==> src/rtl/exec_unit.sv <==
// Single-cycle execution unit: 4x16-bit register file, fixed 16-entry program ROM,
// read-only data memory. Optional instruction counter under EXEC_UNIT_TRACE_EN.
module exec_unit (
    input  logic        CLK,
    input  logic        Reset,
    input  logic [7:0]  InstrAddr,
    input  logic [7:0]  X,
    input  logic [7:0]  Y,
    input  logic [7:0]  Z,
    output logic [2:0]  ALUFlags,
    output logic [15:0] Result,
    output logic        Done
`ifdef EXEC_UNIT_TRACE_EN
    ,
    output logic [15:0] InstrCount
`endif
);

    typedef enum logic [2:0] {
        OP_NOP,
        OP_LD,
        OP_LDI,
        OP_ADD,
        OP_SUB,
        OP_DEC,
        OP_ST
    } op_e;

    op_e         op;
    logic [1:0]  dst;
    logic [1:0]  ra;
    logic [1:0]  rb;
    logic [2:0]  offset;
    logic [15:0] imm;

    logic [15:0] regs_q [4];
    logic [15:0] regs_d [4];
    logic [15:0] result_q, result_d;
    logic        done_q, done_d;

    logic [15:0] mem_addr;
    logic [15:0] mem_rdata;
    logic [15:0] alu_a, alu_b, alu_res;
    logic        alu_valid;

    // Instruction ROM decode
    always_comb begin
        op     = OP_NOP;
        dst    = 2'd0;
        ra     = 2'd0;
        rb     = 2'd2;
        offset = 3'd0;
        imm    = '0;
        case (InstrAddr)
            8'h00: begin op = OP_LDI; dst = 2'd3; imm = 16'd0; end
            8'h01: begin op = OP_LD;  dst = 2'd0; offset = 3'd0; end
            8'h02: begin op = OP_LD;  dst = 2'd1; offset = 3'd4; end
            8'h03: begin op = OP_LD;  dst = 2'd2; offset = 3'd1; end
            8'h04: begin op = OP_ADD; dst = 2'd0; ra = 2'd0; end
            8'h05: begin op = OP_DEC; dst = 2'd1; ra = 2'd1; end
            8'h06: begin op = OP_LD;  dst = 2'd1; offset = 3'd5; end
            8'h07: begin op = OP_LD;  dst = 2'd2; offset = 3'd2; end
            8'h08: begin op = OP_SUB; dst = 2'd0; ra = 2'd0; end
            8'h09: begin op = OP_DEC; dst = 2'd1; ra = 2'd1; end
            8'h0A: begin op = OP_LD;  dst = 2'd1; offset = 3'd6; end
            8'h0B: begin op = OP_LD;  dst = 2'd2; offset = 3'd3; end
            8'h0C: begin op = OP_ADD; dst = 2'd0; ra = 2'd0; end
            8'h0D: begin op = OP_DEC; dst = 2'd1; ra = 2'd1; end
            8'h0E: begin op = OP_LDI; dst = 2'd1; imm = 16'd1; end
            8'h0F: begin op = OP_ST; end
            default: op = OP_NOP;
        endcase
    end

    // Data memory, word-addressed as R3 + offset
    always_comb begin
        mem_addr = regs_q[3] + {13'd0, offset};
        case (mem_addr)
            16'd0:   mem_rdata = 16'd4;
            16'd1:   mem_rdata = {{8{X[7]}}, X};
            16'd2:   mem_rdata = {{8{Y[7]}}, Y};
            16'd3:   mem_rdata = {{8{Z[7]}}, Z};
            16'd4:   mem_rdata = 16'd12;
            16'd5:   mem_rdata = 16'd33;
            16'd6:   mem_rdata = 16'd22;
            default: mem_rdata = '0;
        endcase
    end

    always_comb begin
        alu_a     = regs_q[ra];
        alu_b     = (op == OP_DEC) ? 16'd1 : regs_q[rb];
        alu_res   = (op == OP_ADD) ? (alu_a + alu_b) : (alu_a - alu_b);
        alu_valid = (op == OP_ADD) || (op == OP_SUB) || (op == OP_DEC);
        ALUFlags  = '0;
        if (alu_valid) begin
            ALUFlags[2] = (alu_res == 16'd0);
            ALUFlags[1] = !alu_res[15] && (alu_res != 16'd0);
            ALUFlags[0] = alu_res[15];
        end
    end

    always_comb begin
        for (int unsigned i = 0; i < 4; i++) begin
            regs_d[i] = regs_q[i];
        end
        result_d = result_q;
        done_d   = done_q;
        case (op)
            OP_LD:                  regs_d[dst] = mem_rdata;
            OP_LDI:                 regs_d[dst] = imm;
            OP_ADD, OP_SUB, OP_DEC: regs_d[dst] = alu_res;
            OP_ST: begin
                result_d = regs_q[0];
                done_d   = 1'b1;
            end
            default: ;
        endcase
    end

    always_ff @(posedge CLK or negedge Reset) begin
        if (!Reset) begin
            for (int unsigned i = 0; i < 4; i++) begin
                regs_q[i] <= '0;
            end
            result_q <= '0;
            done_q   <= 1'b0;
        end else begin
            for (int unsigned i = 0; i < 4; i++) begin
                regs_q[i] <= regs_d[i];
            end
            result_q <= result_d;
            done_q   <= done_d;
        end
    end

    assign Result = result_q;
    assign Done   = done_q;

`ifdef EXEC_UNIT_TRACE_EN
    logic [15:0] count_q, count_d;

    // Counts ROM-resident addresses only, saturating
    always_comb begin
        count_d = count_q;
        if ((InstrAddr < 8'h10) && (count_q != '1)) begin
            count_d = count_q + 16'd1;
        end
    end

    always_ff @(posedge CLK or negedge Reset) begin
        if (!Reset) begin
            count_q <= '0;
        end else begin
            count_q <= count_d;
        end
    end

    assign InstrCount = count_q;
`endif

endmodule

==> config.mk <==
export PLATFORM = sky130hd
export DESIGN_NAME = exec_unit
export DESIGN_NICKNAME = d
export VERILOG_FILES = /design/src/rtl/exec_unit.sv
export SDC_FILE = /design/constraint.sdc
export NUM_CORES = 1
export LEC_CHECK = 0
export CORE_UTILIZATION = 50
export DETAILED_ROUTE_END_ITERATION = 6
export GPL_TIMING_DRIVEN = 1
export PLACE_DENSITY = 0.84
export SETUP_SLACK_MARGIN = 0.15
export SLEW_MARGIN = 25
export SYNTH_ARGS = -nofsm -noshare
export SYNTH_HDL_FRONTEND = slang
export SYNTH_SLANG_ARGS = --single-unit
==> constraint.sdc <==
create_clock -name CLK -period 8.2 [get_ports CLK]
set_input_delay 2.05 -clock CLK [delete_from_list [all_inputs] [get_ports CLK]]
set_output_delay 2.05 -clock CLK [all_outputs]
set_load 0.01 [all_outputs]
==> results.json <==
{
  "status": "finished, final reports clean",
  "max_freq_mhz": 125,
  "ys_top_cells_by_area": "dfrtp_1 38%, nand2_1 5.5%, mux2_2 5.2%",
  "top_usage_layer": "met2",
  "cap_violations": 0,
  "synthArstFlopShare_pct": 100,
  "p_total_w": 0.00132,
  "finalMaxSlewViolations": 0,
  "hold_viol_final": 0,
  "synth-main-ff-cell": "dfrtp_1",
  "instances_no_fill": 880,
  "syn_nets": 664,
  "tightestPinTransition_ns": 0.946,
  "area_delta_synth_final_pct": 34.6,
  "io_pins": 54,
  "place_inst": 848,
  "dieWidth_um": 106,
  "drt_iter0_drc": 711,
  "worstSetupStartpointType": "input port",
  "slowest_delay_ns": 0.57,
  "skew_ns": 0.0161,
  "dieArea_um2": 11100,
  "grt_use_total_pct": 29.5,
  "crit_family": "simple AND/OR/NAND/NOR gates",
  "setup_viol": 0,
  "place_hpwl_um": 11700,
  "final.period_utilization_pct": 97.8,
  "cts_tree": "done",
  "path_clk_slew_ns": 0.09,
  "preCtsSetupSlack_ns": -0.574,
  "synth_seq_cells": 81,
  "initial_utilization_pct": 51.7,
  "syn-cell-area_um2": 5360,
  "grt_max_degree": 82,
  "synth_cell_type_count": 64,
  "final_antenna_net_count": 0,
  "clk_latency_ns": 0.37,
  "antenna_found_initial": 0,
  "route.vias.total": 5563,
  "yosys.area.top_type": "dfrtp_1",
  "cts_made_buffers": 9,
  "grt_pass1_wl_um": 25900,
  "crit_path_top_delay_cell": "or4_1",
  "cts_root_buf": "clkbuf_8",
  "rsz0062_at_grt": "yes",
  "clock-sinks": 81,
  "drive_gt1_share_pct": 27.3,
  "setup_slack_ns": 0.182,
  "fp.dieH_um": 106,
  "met2_usage_pct": 51.6,
  "syn_inst": 609,
  "peakVddDrop_mv": 0.101,
  "criticalPathCategory": "input port to output pin",
  "gp_congestion": 0.962,
  "grt_pass1_vias": 5429,
  "fin_crit_ns": 8.02,
  "end_kind": "output pin",
  "cts_hold_buffers": 0,
  "synth-edff-count": 0,
  "gr-total-overflow": 0,
  "avgViaCountPerCell": 6.32,
  "path_buf_inv": 5,
  "rows": 37,
  "holdCritPathClass": "register to register",
  "setup_tns_ns": 0,
  "use_met1_pct": 34.2,
  "nets": 794,
  "synth_top_area_share_pct": 37.8,
  "drc": 0,
  "power_density_nw_per_um2": 183,
  "ys_warn_count": 0,
  "portBuffers": 53,
  "synth.yosys.seq_area_share_pct": 37.8,
  "use_met3_pct": 5.44,
  "cp_max_fo": 11,
  "htree_levels": 3,
  "antenna_cells": 0,
  "worstPathCellList": "clkdlybuf4s50_1, or2_2, nand3_2, buf_6, nand2_1, o21ai_0, o21ai_0, ha_1, buf_4, nand3_1, o211ai_1, buf_4, xnor2_2, nand4_1, or4_1, nor3_2, and4_1, buf_2",
  "critical_path_required_ns": 6.15,
  "routed_wl_um": 17000,
  "syn_avg_cell_area_um2": 8.81,
  "firstDrtPassIters": 6,
  "relSlewSlack_pct": 36.8,
  "core_um2": 10400,
  "max-clock-path-buffers": 2,
  "avgRoutedWirePerCell_um": 19.3,
  "cp.arrival_ns": 5.97,
  "utilization_pct": 69.6,
  "p_leak_nw": 3.36
}
==> what timing repair did <==
item | CTS | global route
gates cloned | 0 | 1
pin swaps | 26 | 20
gates resized for setup | 55 | 38
endpoints found under the setup margin | 3 | 3
setup buffers | 9 | 6
==> where the power goes <==
group	switching (W)	total, W	internal [W]
logic	0.000269	0.000555	0.000286
clock network	0.000165	0.000311	0.000146
registers	0.0000241	0.000456	0.000432
total	0.000458	0.00132	0.000864
==> per-stage QoR <==
stage               cell area, µm²  hold WS (ns)
floorplan                     5370         0.456
global placement              6550         0.448
detailed placement            6550         0.459
CTS                           7020         0.481
global route                  7220         0.497
finish                        7220         0.474
==> final timing paths <==
path	slack (ns)	start	endpoint	cells past startpoint
worst min register to register	0.47	Done	Done	1
worst max register to register	4.30	register	register	16
worst min-delay path	0.47	Done	Done	1
min in group asynchronous	1.68	Reset	Result[7]	1
max in group asynchronous	5.97	Reset	asynchronous set/reset pin	1
worst max-delay path	0.18	InstrAddr[3]	ALUFlags[2]	18
==> cell usage after synthesis, types with 4 or more instances <==
library cell / n
o31ai_1: 5
nor4_1: 5
nor3_1: 18
a22oi_1: 11
xnor2_1: 9
nand4_1: 8
inv_1: 19
o21a_1: 4
o22a_1: 6
a221o_1: 7
o21bai_1: 4
a211oi_1: 15
xor2_1: 7
o211ai_1: 4
or4_1: 5
o21ai_0: 43
ha_1: 19
clkbuf_1: 28
a21o_1: 12
nand2_1: 79
mux2_2: 25
a311oi_1: 4
a31oi_1: 8
nor2b_1: 16
o221ai_1: 4
or3_1: 10
dfrtp_1: 81
nand3_1: 18
nor2_1: 46
a21oi_1: 29
o22ai_1: 11
==> cell families after synthesis <==
kind of cell,after synthesis,share of synthesized area (%)
compound gates,188,24.3
xor+xnor,17,2.92
fa+ha+maj,21,5.18
buf+inv,50,3.52
flops,81,37.8
mux,28,5.81
simple gates,224,20.5
==> routing by layer <==
layer | up-vias | share of wire, % | wire [µm]
met3 | 69 | 8.4 | 1430
li1 | 2525 | - | -
met1 | 2622 | 37 | 6210
met2 | 347 | 49 | 8370
met4 | 0 | 5.5 | 937
met5 | - | 0 | 0
==> area by class of cell <==
type                       instances  area (µm²)
fill                             743        3150
sequential                        81        2030
clock buffer                       9         124
timing repair buffer             149        1280
tap                              136         170
clock inverter                     7        81.3
multi-input combinational        478        3460
inverter                          20        75.1
==> layout by cell type (no fill, tap or decap), types with 4 or more instances in the layout <==
| master | count |
|---|---|
| clkbuf_8 | 9 |
| a21o_1 | 12 |
| nand3_1 | 17 |
| nor2b_1 | 16 |
| o211ai_1 | 4 |
| o221ai_1 | 4 |
| xor2_1 | 7 |
| inv_1 | 19 |
| o21bai_1 | 4 |
| mux2_2 | 25 |
| nor4_1 | 4 |
| a211oi_1 | 11 |
| o22ai_1 | 11 |
| buf_4 | 91 |
| nand2_1 | 77 |
| a21oi_1 | 22 |
| o22a_1 | 6 |
| o21ai_0 | 39 |
| clkdlybuf4s50_1 | 44 |
| a21oi_2 | 6 |
| dfrtp_1 | 81 |
| a221o_1 | 7 |
| ha_1 | 15 |
| nor2_1 | 39 |
| o21a_1 | 4 |
| o31ai_1 | 4 |
| a31oi_1 | 7 |
| nor3_1 | 16 |
| xnor2_1 | 7 |
| or3_1 | 10 |
| nand4_1 | 8 |
| nor2_2 | 6 |
| a22oi_1 | 11 |
| or4_1 | 4 |
| buf_6 | 4 |
No activity file was read; power rests on OpenSTA's default activity.
